`config.mk`:
```
export PLATFORM = sky130hd
export DESIGN_NAME = music_sequencer
export DESIGN_NICKNAME = d
export VERILOG_FILES = /design/src/rtl/music_sequencer.sv
export SDC_FILE = /design/constraint.sdc
export NUM_CORES = 1
export LEC_CHECK = 0
export BUFFER_PORTS_ARGS = -buffer_cell sky130_fd_sc_hd__buf_2
export CAP_MARGIN = 40
export CORE_ASPECT_RATIO = 1.4
export CORE_MARGIN = 2
export CORE_UTILIZATION = 60
export CTS_CLUSTER_DIAMETER = 40
export DETAILED_ROUTE_END_ITERATION = 16
export PLACE_DENSITY_LB_ADDON = 0.25
export SLEW_MARGIN = 20
export SYNTH_ARGS = -nofsm -noshare
export SYNTH_HDL_FRONTEND = slang
export SYNTH_SLANG_ARGS = --single-unit
```
`constraint.sdc`:
```
create_clock -name clk -period 4.6 [get_ports clk]
set_clock_uncertainty 0.15 [all_clocks]
set_input_delay 0.23 -clock clk [delete_from_list [all_inputs] [get_ports clk]]
set_output_delay 0.23 -clock clk [all_outputs]
set_load 0.005 [all_outputs]
```
`src/rtl/music_sequencer.sv`:
```
// Score-ROM driven tone sequencer: walks score entries, holds each for its duration
// in sixteenth-note ticks and drives a square wave at the entry's half-period.
module music_sequencer #(
    parameter int TICK_CYCLES = 12500000,
    parameter int LAST_INDEX  = 65,
    parameter int REST_MAX    = 1
) (
    input  logic        clk,
    input  logic        rst_n,
    input  logic        start,
    input  logic        stop,
    input  logic        pause,
    input  logic        loop,
    output logic [9:0]  number,
    input  logic [19:0] note,
    input  logic [4:0]  duration,
    output logic        speaker,
    output logic        busy,
    output logic        done,
    output logic [2:0]  state_dbg
);

    localparam int              TW        = (TICK_CYCLES > 1) ? $clog2(TICK_CYCLES) : 1;
    localparam logic [TW-1:0]   TICK_LAST = TW'(TICK_CYCLES - 1);
    localparam logic [9:0]      LAST      = 10'(LAST_INDEX);
    localparam logic [19:0]     REST      = 20'(REST_MAX);

    // Handshake: start/stop are single-cycle pulses sampled on the rising edge;
    // pause/loop are levels. The score ROM answers number with note/duration in
    // the same cycle, and the entry is captured in FETCH.
    typedef enum logic [2:0] {
        S_IDLE   = 3'd0,
        S_FETCH  = 3'd1,
        S_PLAY   = 3'd2,
        S_PAUSED = 3'd3,
        S_DONE   = 3'd4
    } state_t;

    state_t        state;
    logic [TW-1:0] tick_q;
    logic [19:0]   tone_q;
    logic [19:0]   note_q;
    logic [4:0]    dur_q;

    logic          tick_term;
    logic          entry_end;
    logic          tone_on;
    logic          tone_term;
    logic          spk_step;
    logic [TW-1:0] tick_nx;
    logic [19:0]   tone_nx;
    logic [4:0]    dur_nx;

    assign state_dbg = state;

    // One counting step; leaving PAUSED counts too, but the waveform restarts low.
    always_comb begin
        tick_term = (tick_q == TICK_LAST);
        entry_end = tick_term && (dur_q == 5'd1);
        tone_on   = (note_q > REST);
        tone_term = tone_on && (tone_q == note_q - 20'd1);
        tick_nx   = tick_term ? '0 : tick_q + TW'(1);
        dur_nx    = tick_term ? dur_q - 5'd1 : dur_q;
        tone_nx   = (!tone_on || tone_term) ? 20'd0 : tone_q + 20'd1;
        spk_step  = (state == S_PLAY) ? speaker : 1'b0;
        if (tone_term) spk_step = ~spk_step;
        if (!tone_on)  spk_step = 1'b0;
    end

    always_ff @(posedge clk or negedge rst_n) begin
        if (!rst_n) begin
            state   <= S_IDLE;
            number  <= '0;
            speaker <= 1'b0;
            busy    <= 1'b0;
            done    <= 1'b0;
            tick_q  <= '0;
            tone_q  <= '0;
            note_q  <= '0;
            dur_q   <= '0;
        end else begin
            done <= 1'b0;
            if (stop) begin
                state   <= S_IDLE;
                number  <= '0;
                speaker <= 1'b0;
                busy    <= 1'b0;
                tick_q  <= '0;
                tone_q  <= '0;
                dur_q   <= '0;
            end else begin
                case (state)
                    S_IDLE: begin
                        number  <= '0;
                        speaker <= 1'b0;
                        busy    <= 1'b0;
                        if (start) begin
                            state <= S_FETCH;
                            busy  <= 1'b1;
                        end
                    end
                    S_FETCH: begin
                        note_q  <= note;
                        dur_q   <= (duration == 5'd0) ? 5'd1 : duration;
                        tick_q  <= '0;
                        tone_q  <= '0;
                        speaker <= 1'b0;
                        state   <= S_PLAY;
                    end
                    S_PLAY, S_PAUSED: begin
                        if (pause) begin
                            state   <= S_PAUSED;
                            speaker <= 1'b0;
                        end else begin
                            state   <= S_PLAY;
                            tick_q  <= tick_nx;
                            tone_q  <= tone_nx;
                            dur_q   <= dur_nx;
                            speaker <= spk_step;
                            if (entry_end) begin
                                speaker <= 1'b0;
                                if (number < LAST) begin
                                    number <= number + 10'd1;
                                    state  <= S_FETCH;
                                end else if (loop) begin
                                    number <= '0;
                                    state  <= S_FETCH;
                                end else begin
                                    number <= '0;
                                    state  <= S_DONE;
                                    busy   <= 1'b0;
                                    done   <= 1'b1;
                                end
                            end
                        end
                    end
                    S_DONE: begin
                        state <= S_IDLE;
                    end
                    default: begin
                        state <= S_IDLE;
                    end
                endcase
            end
        end
    end

endmodule

```
* Yosys cells after proc, flatten, opt, wreduce, memory -nomap -nowiden *
Cells that the tools add are included.

word-level totals
  output and inout port bits = 16
  word-level logic and storage cells = 91
  register bits after elaboration = 85
  input bits = 31

cells by class
  eq/ne operators = 12
  muxes and demuxes = 45
  reductions and logical operators = 16
  bitwise operators = 2
  order comparisons = 2
  $add $sub $neg = 5

operator list
  kind                   count
  $mux 24                3
  $mux 20                3
  $pmux 24 s2            1
  $mux 10                4
  $pmux 20 s2            1
  $add 24x1->24 const B  1
  $eq 24x24->1 const B   1
  $add 20x1->20 const B  1
  $eq 20x20->1           1
  $gt 20x1->1 const B    1
  $mux 5                 4
  $pmux 10 s2            1
  $sub 20x1->20 const B  1
  $mux 1                 18
  $mux 3                 6
  $ne 3x3->1 const B     6
  $add 10x1->10 const B  1
  $lt 10x7->1 const B    1
  $pmux 5 s2             1
  $pmux 3 s3             1
  $reduce_bool 3->1      3
  $eq 3x2->1 const B     2
  $reduce_and 3->1       2
  $eq 5x1->1 const B     1
  12 further kinds       17

* Depth between registers and ports, before layout *
Gate-level depths: netlist of the first run.

  depth after elaboration = 9
  gate-level depth with buffers = 13
  mapped depth without buffers = 10

* Worst setup path before layout of the first run *
No wires, ideal clock.

  path kind = register -> register
  start point = register note_q[0]
  end point = register tone_q[16]
  stages on the path, launching flop included = 13
  required time = 4.322 ns
  setup time = 0.128 ns
  path buffers = 3
  path slack = 1.397 ns
  period minus slack after synthesis = 3.203 ns
  arrival = 2.925 ns
  path through = dfrtp_1 -> inv_1 -> ha_1 -> or3b_1 -> clkbuf_1 -> or4_1 -> a32oi_1 -> o21ai_1 -> or4_4 -> buf_6 -> buf_6 -> a41oi_2 -> o31ai_1

between the ends
  longest elaborated chain between the ends = 8
  elaborated cells between the ends (all ways) = 10
  those cells by class = 1 x add/sub; 1 x order compare; 1 x eq/ne; 4 x mux; 3 x reduce/logical

ends and longest elaborated chain
  item                    RTL line  text
  from (decl)             42        logic [19:0] note_q;
  from (signal assigned)  103       note_q <= note;
  $sub 20x1->20           61        tone_term = tone_on && (tone_q == note_q - 20'd1);
  $eq 20x20->1            61
  $logic_and 1x1->1       61
  $logic_or 1x1->1 *      64        tone_nx = (!tone_on || tone_term) ? 20'd0 : tone_q + 20'd1;
  $mux 20 *               64
  $mux 20 *               111       if (pause) begin
  $pmux 20 s2 *           92        case (state)
  $mux 20 *               83        if (stop) begin
  to (signal assigned)    117       tone_q <= tone_nx;
  to (decl)               41        logic [19:0] tone_q;

Every way passes the cells marked *; elsewhere a longest branch is shown, timed or not. The select of a mux whose other input is x is not followed.
A chain may end at the register's enable or synchronous reset.

* Final worst setup path of the first run *
  start point = register note_q[0]
  end point = register tone_q[12]

Same word-level chain as after synthesis.

==> results of run 1 <==
layer usage:
layer / vias to the layer above / share of wire (%) / GRT usage, %
met5: - / 0 / 0
met1: 2220 / 40 / 33.2
met4: 0 / 4.0 / 13.8
met3: 45 / 3.5 / 5.02
li1: 2168 / - / -
met2: 127 / 52 / 47.4
per-stage QoR:
step	instance area (um^2)	hold WS (ps)	util [%]	worst slack, ps
detailed placement	5380	103	65.6	1020
CTS	5920	41.2	72.2	1010
global route	5920	99.8	72.2	770
global placement	5340	293	65.1	1120
floorplan	5090	-216	-	1400
finish	5920	44.1	72.2	996
logic make-up (layout without fill, tap and decap cells):
group,Yosys count,count (layout),synth area share [%]
and+or+nand+nor,244,244,25.5
AOI/OAI and AO/OA,122,122,15.7
DFF,85,85,41.8
adders and majority gates,8,8,1.97
muxes,22,22,4.72
buffers and inverters,46,105,4.11
xor gates and xnor gates,36,36,6.20
registers in the layout (all words and copies together), names as in the netlist:
register and flops:
number 10, done 1, state_dbg 3, dur_q 5
speaker 1, tick_q 24, tone_q 20, busy 1
note_q 20
synthesized netlist by cell type (all sizes together), types with 2 or more instances:
cell,instances
inv,16
a31oi,9
o211ai,3
nor3b,5
or3b,2
a21o,2
dfrtp,85
or4b,3
nor4,12
xor2,21
o21ai,48
xnor2,15
nand4,19
and3,12
a41oi,4
clkbuf,20
and2,6
nand2b,11
or3,7
or4,5
a32oi,3
mux2,16
nor3,22
o2111ai,2
nor4b,2
a21oi,21
nor2,38
nor2b,5
o311ai,9
nand3,29
nand2,60
mux2i,6
buf,10
o31ai,6
ha,8
o32ai,2
o22ai,4
or2,3
layout make-up:
class	instances	area share (%)
clock inverter	4	1.18
clock buffer	12	4.33
inverter	16	1.02
multi-input combinational	432	46.6
timing repair buffer	73	8.71
sequential	85	35.9
tap	102	2.16
worst register-to-register path, cell delays in order, from the launching register on:
cell      delay, ps
dfrtp_1         450
inv_1           100
ha_1            280
or3b_1          510
or4_1           500
a32oi_1         180
o21ai_1          90
or4_4           700
nand2_2         320
o311ai_0        170
final timing paths:
kind,cells past startpoint,endpoint,startpoint,slack (ps)
max in group asynchronous,3,state_dbg[1],rst_n,3410
setup / recovery,9,tone_q[12],note_q[0],1000
min in group asynchronous,2,note_q[3],rst_n,270
hold reg to reg,1,number[8],number[8],360
setup reg to reg,9,tone_q[12],note_q[0],1000
hold / removal,3,dur_q[2],duration[2],40
power breakdown:
group          internal [mW]  switching [mW]  leakage [nW]  total [mW]
logic                  0.205           0.233          1.13       0.438
registers              0.816           0.121          1.14       0.937
clock network          0.504           0.292         0.163       0.795
repair_timing:
action                                  4_1_cts  5_1_grt
hold endpoints to repair                     60        0
hold buffers                                 21        0
endpoints found under the setup margin        0        0
==> flow_metrics.py, run 1 <==
metrics = {
    "run_status": {
        "outcome": "finished, final reports clean",
    },
    "layout": {
        "multiInputGateArea_mm2": 0.00276,
        "final_layout_size_suffix_gt1_share_pct": 16.4,
        "area_growth_pct": 16.3,
        "final_common_cell": "dfrtp_1",
        "fin_cells": 724,
        "ff_latch_area_mm2": 0.00213,
        "mostFrequentLayoutCells": "dfrtp_1 (85), nand2_1 (59), o21ai_0 (47)",
        "layout.nets": 656,
        "fillerInstances": 617,
        "diodes": 0,
    },
    "cts": {
        "ctsResizeCount": 0,
        "cts_sinks": 85,
        "cts-root-buf": "clkbuf_16",
        "cts_tree": "done",
        "clock_latency_ps": 340,
        "numCtsBuffers": 9,
        "post_cts_buffers": 0,
        "cts_max_path_buffers": 2,
        "h-tree-depth": 3,
        "cts.clk_slew.worst_paths_ps": 60,
    },
    "synthesis": {
        "synthTopCellsByArea": "dfrtp_1 (42%), o21ai_0 (4.6%), nand2_1 (4.4%)",
        "yosysTopAreaCellShare_pct": 41.8,
        "synth-warning-count": 0,
        "ys_ff_latch": 85,
        "synth_cell_types": 63,
        "synthCells": 563,
        "avgSynthCellArea_um2": 9.04,
        "ys.flop_type": "dfrtp_1",
        "netlist_area_mm2": 0.00509,
        "yosys.area.top_type": "dfrtp_1",
        "ys_seq_area_share_pct": 41.8,
        "synth_edf_count": 0,
        "synth-async-reset-ratio_pct": 100,
        "synth_nets": 602,
    },
    "timing": {
        "min_period_ps": 3600,
        "slew_headroom_pct": 50.4,
        "fin_tns_setup_ps": 0,
        "worst_pin_slew_ps": 737,
        "finalMaxSlewViolations": 0,
        "max_freq_ghz": 0.277,
        "rsz0062_at_grt": "no",
        "setup_violations": 0,
        "fin_crit_sh_pct": 78.3,
        "hold_viol_final": 0,
    },
    "global_route": {
        "grt_max_degree": 46,
        "grt_pass1_wl_um": 20200,
        "gr-usage-all-layers_pct": 27.9,
        "grt-ovfl-total": 0,
        "grt_pass1_vias": 4479,
        "antenna_found_initial": 0,
    },
    "floorplan": {
        "ioPinCount": 47,
        "rows": 39,
        "start_util_pct": 62.1,
        "die_area_mm2": 0.00924,
        "chipWidth_um": 81.8,
        "core-area_mm2": 0.00820,
        "die_h_um": 113,
    },
    "run": {
        "cap_violations": 0,
    },
    "critical_path": {
        "cp.arrival_ps": 3660,
        "path_cells": "inv_1 -> ha_1 -> or3b_1 -> or4_1 -> a32oi_1 -> o21ai_1 -> or4_4 -> nand2_2 -> o311ai_0",
        "cpLargestDelayFamily": "simple AND/OR/NAND/NOR gates",
        "startpoint_type": "register",
        "critical_path_class": "register to register",
        "cpMaxStageDelayCell": "or4_4",
        "worstPathRequired_ps": 4650,
        "critPathBufInv": 1,
        "cpPeakStageDelay_ps": 700,
        "end_kind": "register",
        "crit_fanout": 25,
    },
    "pwr": {
        "power_mw": 2.17,
        "worst_ir_drop_vdd_mv": 0.225,
        "p_per_area_mw_per_mm2": 367,
        "p_leak_nw": 2.44,
    },
    "placed_design": {
        "gp_congestion": 0.872,
        "dp_cells": 687,
        "io_buffers": 46,
        "hpwl_um": 8380,
    },
    "route": {
        "dr.pass1.iters": 5,
        "wire_per_inst_um": 16.8,
        "wl_um": 12200,
        "ant_nets": 0,
        "vias": 4560,
        "viasPerCell": 6.30,
        "drcViolationCount": 0,
        "drt_iter0_markers": 330,
    },
    "min_path": {
        "min_path_type": "primary input to register",
    },
}
(Power assumes the default switching activity.)
==> run 2: changes to the inputs <==
clock period = 3.4 ns   (was 4.6 ns; I/O delays follow)
==> run 2 against run 1 <==
Global-route usage is 0.94 points higher. Via count increased by 0.61%. Core utilization is 1.1 points higher. Final area rose by 1.5%. First-iteration DRC count grew 22%. Wire length rose by 1.1%. Count of clock-buffer cells in the layout increased by 1. Sequential power is 33% higher. Flip-flop and latch count did not move. Non-clock buffer count grew 14. Worst setup slack got worse by 860 ps. Sequential share of layout area shrank 0.52 points. Largest power group unchanged.
==> flow_metrics.py, run 2 (synthesized netlist as in run 1, its figures left out) <==
metrics = {
    "run_status": {
        "outcome": "finished, final reports clean",
    },
    "global_route": {
        "gr-usage-all-layers_pct": 28.8,
        "grt_max_degree": 53,
        "grt_pass1_vias": 4581,
        "grt_pass1_wl_um": 20900,
        "grt-ovfl-total": 0,
        "antenna_found_initial": 0,
    },
    "cts": {
        "cts_max_path_buffers": 2,
        "cts-root-buf": "clkbuf_16",
        "h-tree-depth": 3,
        "cts_sinks": 85,
        "post_cts_buffers": 0,
        "cts_tree": "done",
        "clock_latency_ps": 350,
        "cts.clk_slew.worst_paths_ps": 60,
        "numCtsBuffers": 9,
    },
    "placed_design": {
        "place_ws_ps": 82.0,
        "hpwl_um": 8540,
        "io_buffers": 46,
        "gp_congestion": 0.912,
    },
    "floorplan": {
        "rows": 39,
        "die_area_mm2": 0.00924,
        "ioPinCount": 47,
        "chipWidth_um": 81.8,
        "start_util_pct": 62.1,
        "core-area_mm2": 0.00820,
        "die_h_um": 113,
    },
    "layout": {
        "fillerInstances": 618,
        "final_common_cell": "dfrtp_1",
        "top_regs": "tick_q x24, note_q x20, tone_q x20",
        "layout.nets": 670,
        "largest_reg_flops": 24,
        "final_layout_size_suffix_gt1_share_pct": 17.8,
        "mostFrequentLayoutCells": "dfrtp_1 (84), nand2_1 (59), o21ai_0 (47)",
        "area_growth_pct": 18.1,
        "regMostFlops": "tick_q",
        "diodes": 0,
    },
    "critical_path": {
        "critical_path_class": "register to register",
        "cp_common_cell": "or4_4",
        "ff2ff_path_depth": 9,
        "end_kind": "register",
        "worstPathRequired_ps": 3470,
        "critPathBufInv": 1,
        "cpPeakStageDelay_ps": 620,
        "cpMaxStageDelayCell": "or4_4",
        "cpLargestDelayFamily": "simple AND/OR/NAND/NOR gates",
        "crit_cells": 9,
        "path_cells": "or4_4 -> xnor2_1 -> or4_1 -> a32oi_1 -> o21ai_1 -> or4_4 -> buf_4 -> a31oi_1 -> o22ai_1",
        "crit_fanout": 11,
        "startpoint_type": "register",
        "cp.arrival_ps": 3330,
    },
    "route": {
        "viasPerCell": 6.23,
        "drcViolationCount": 0,
        "wl_um": 12300,
        "vias": 4588,
        "ant_nets": 0,
        "dr.pass1.iters": 5,
        "wire_per_inst_um": 16.7,
        "drt_iter0_markers": 402,
    },
    "timing": {
        "final.setup.worst_slack_ps": 136,
        "finalMaxSlewViolations": 0,
        "fin_crit_sh_pct": 96.0,
        "max_freq_ghz": 0.306,
        "setup_violations": 0,
        "hold_viol_final": 0,
        "min_period_ps": 3260,
        "worst_pin_slew_ps": 754,
        "fin_tns_setup_ps": 0,
        "rsz0062_at_grt": "no",
        "slew_headroom_pct": 49.3,
    },
    "run": {
        "cap_violations": 0,
    },
    "pwr": {
        "p_per_area_mw_per_mm2": 478,
        "worst_ir_drop_vdd_mv": 0.353,
        "p_leak_nw": 2.48,
    },
    "min_path": {
        "min_path_cells": 3,
        "min_path_type": "primary input to register",
    },
}
[run 2: area by class of cell]
cell class                 instances  area, um^2  share of cell area [%]
clock buffer                      13         240                    4.00
clock inverter                     2        35.0                   0.583
inverter                          16        60.1                    1.00
multi-input combinational        432        2790                    46.4
sequential                        85        2130                    35.4
tap                              102         128                    2.12
timing repair buffer              87         631                    10.5
[run 2: repair_timing]
item                                    4_1_cts  5_1_grt
endpoints found under the hold margin        58        0
hold buffers                                 25        0
endpoints found under the setup margin        0       20
gates resized for setup                       0        6
[run 2: path summary, 6_finish.rpt]
path                       slack [ps]         from    endpoint
setup / recovery                  140    note_q[1]   tone_q[3]
hold / removal                     20  duration[3]    dur_q[3]
setup reg to reg                  140    note_q[1]   tone_q[3]
hold reg to reg                   360   tick_q[20]  tick_q[20]
max in group asynchronous        2310        rst_n  tick_q[15]
min in group asynchronous         180        rst_n  note_q[12]
[run 2: per-layer routing]
layer	track usage [%]	up-vias	part of all wire, %
met1	34.5	2234	41
li1	-	2190	-
met4	14.7	0	4.1
met3	5.74	38	3.2
met5	0	-	0
met2	48.3	126	52
[run 2: power breakdown]
part | total [mW] | switching, mW | internal [mW]
clock network | 0.946 | 0.381 | 0.565
logic | 0.672 | 0.353 | 0.319
registers | 1.25 | 0.147 | 1.11
[run 2: stage by stage]
step	utilization [%]	instance area [um^2]	hold slack, ps	instances	total power, mW
final	73.3	6010	21.8	737	2.87
after global routing	73.3	6010	46.1	737	3.01
after CTS	72.8	5970	23.4	736	2.86
after detailed placement	66.4	5440	4.91	696	1.88
after global placement	66.0	5410	226	695	1.85
after floorplan	-	5090	-276	563	1.68
[run 2: worst reg2reg max path, stage by stage (launching register included)]
cell and delay (ps):
dfrtp_1 410, or4_4 620, xnor2_1 150, or4_1 410, a32oi_1 210, o21ai_1 100
or4_4 600, buf_4 210, a31oi_1 170, o22ai_1 110
==> run 3: changes to the inputs <==
clock period = 3.5 ns   (was 3.4 ns; I/O delays follow)
==> run 3 against run 2 <==
Combinational power is 3.3% lower. Final area increased by 0.87%. Total power up 5.9%. Global-route usage up 0.48 points. Critical path depth is 1 higher. Die area stayed put. Final cell count shrank 0.14%. Via count is 1.4% higher. Critical endpoint is now tone_q[2]. Core utilization increased by 0.64 points. Largest power group unchanged. Largest cell class unchanged. Clock power grew 24%.
==> flow_metrics.py, run 3 (synthesized netlist as in run 1, its figures left out) <==
metrics = {
    "layout": {
        "multiInputGateArea_mm2": 0.00277,
        "regMostFlops": "tick_q",
        "final_common_cell": "dfrtp_1",
        "largest_reg_flops": 24,
        "mostFrequentLayoutCells": "dfrtp_1 (85), nand2_1 (59), o21ai_0 (47)",
        "fin_area_mm2": 0.00606,
        "fin_cells": 736,
        "final_layout_size_suffix_gt1_share_pct": 17.8,
        "top_regs": "tick_q x24, note_q x20, tone_q x20",
        "ff_latch_area_mm2": 0.00213,
        "diodes": 0,
        "area_growth_pct": 19.1,
        "final_util_pct": 73.9,
        "fillerInstances": 610,
        "layout.nets": 668,
    },
    "global_route": {
        "grt_max_degree": 49,
        "grt-ovfl-total": 0,
        "gr-usage-all-layers_pct": 29.3,
        "grt_pass1_wl_um": 21300,
        "grt_pass1_vias": 4564,
        "antenna_found_initial": 0,
    },
    "cts": {
        "cts_sinks": 85,
        "cts-root-buf": "clkbuf_16",
        "h-tree-depth": 3,
        "cts_tree": "done",
        "cts.clk_slew.worst_paths_ps": 60,
        "numCtsBuffers": 9,
        "clock_latency_ps": 340,
        "cts_max_path_buffers": 2,
    },
    "floorplan": {
        "start_util_pct": 62.1,
        "chipWidth_um": 81.8,
        "core-area_mm2": 0.00820,
        "die_area_mm2": 0.00924,
        "rows": 39,
        "ioPinCount": 47,
        "die_h_um": 113,
    },
    "critical_path": {
        "critPathBufInv": 2,
        "worstPathRequired_ps": 3570,
        "crit_fanout": 12,
        "end_kind": "register",
        "path_cells": "inv_1 -> ha_1 -> or3b_1 -> or4_1 -> a32oi_1 -> o21ai_1 -> or4_4 -> buf_4 -> a31oi_1 -> mux2i_1",
        "cpMaxStageDelayCell": "or4_4",
        "startpoint_type": "register",
        "cpPeakStageDelay_ps": 630,
        "cpLargestDelayFamily": "simple AND/OR/NAND/NOR gates",
        "startpoint": "note_q[0]",
        "timing.rr.start": "note_q[0]",
        "ff2ff_setup_slack_ps": 150,
        "critical_path_class": "register to register",
        "cp.arrival_ps": 3420,
    },
    "timing": {
        "fin_hold_ws_ps": 19.1,
        "fin_crit_sh_pct": 95.7,
        "rsz0062_at_grt": "no",
        "finalMaxSlewViolations": 0,
        "max_freq_ghz": 0.299,
        "hold_viol_final": 0,
        "fin_tns_setup_ps": 0,
        "final.setup.worst_slack_ps": 151,
        "setup_violations": 0,
        "min_period_ps": 3350,
        "slew_headroom_pct": 53.9,
        "worst_pin_slew_ps": 686,
    },
    "min_path": {
        "worstHoldStart": "duration[2]",
        "min_path_type": "primary input to register",
    },
    "pwr": {
        "power.share.clock_pct": 38.4,
        "sequentialPowerShare_pct": 40.3,
        "power.switching_mw": 0.899,
        "worst_ir_drop_vdd_mv": 0.328,
        "p_int_mw": 2.14,
        "p_per_area_mw_per_mm2": 502,
        "power_mw": 3.04,
        "comb_power_share_pct": 21.4,
        "switching_share_pct": 29.6,
        "p_leak_nw": 2.51,
    },
    "run_status": {
        "outcome": "finished, final reports clean",
    },
    "placed_design": {
        "dp_cells": 695,
        "io_buffers": 46,
        "hpwl_um": 8600,
        "place_ws_ps": 136,
        "gp_congestion": 0.941,
        "place_area_mm2": 0.00543,
    },
    "route": {
        "dr.pass1.iters": 5,
        "wire_per_inst_um": 17.3,
        "drt_iter0_markers": 380,
        "viasPerCell": 6.32,
        "drcViolationCount": 0,
        "vias": 4654,
        "wl_um": 12700,
        "ant_nets": 0,
    },
    "run": {
        "cap_violations": 0,
    },
}
run 3: cell count changes in the layout (fill, tap and decap cells not counted), sizes merged:
cell,delta
clkbuf,-4
bufinv,+3
buf,-1
clkinv,+1
clkinvlp,+1
dlygate4sd3,-1
run 3: final cells by class:
cell class              count  share of cell area, %
inverters                  16                  0.991
clock inverters             7                   2.27
well taps                 102                   2.11
flip-flops and latches     85                   35.1
clock buffers               9                   3.72
multi-input cells         432                   45.7
repair buffers             85                   10.1
run 3: per-layer routing:
layer	part of all wire [%]	GRT usage (%)	wire, um
met5	0	0	0
met2	52	49.8	6660
met4	3.9	15.2	494
met1	41	35.7	5200
met3	3.0	3.51	380
run 3: final timing paths:
check,to,cells after the start
max,tone_q[2],10
min,dur_q[2],3
max reg2reg,tone_q[2],10
min reg2reg,tick_q[22],1
max in group asynchronous,tick_q[16],3
min in group asynchronous,note_q[3],2
run 3: what timing repair did:
action / 4_1_cts / 5_1_grt
endpoints found under the hold margin: 61 / 0
setup buffers: 0 / 0
endpoints found under the setup margin: 0 / 9
gates resized for setup: 0 / 3
hold buffers: 24 / 0
run 3: power by group through the flow:
stage                     clock, mW  combinational (mW)  sequential (mW)
final                          1.17               0.650             1.22
after CTS                      1.18               0.636             1.22
after floorplan                   0               0.460             1.17
after global routing           1.22               0.705             1.24
after global placement            0               0.571             1.22
after detailed placement          0               0.596             1.23
run 3: worst register-to-register path, stage by stage, from the launching register on:
cell     delay [ps]
dfrtp_1         460
inv_1           110
ha_1            170
or3b_1          430
or4_1           500
a32oi_1         160
o21ai_1         110
or4_4           630
buf_4           230
a31oi_1         170
mux2i_1         100
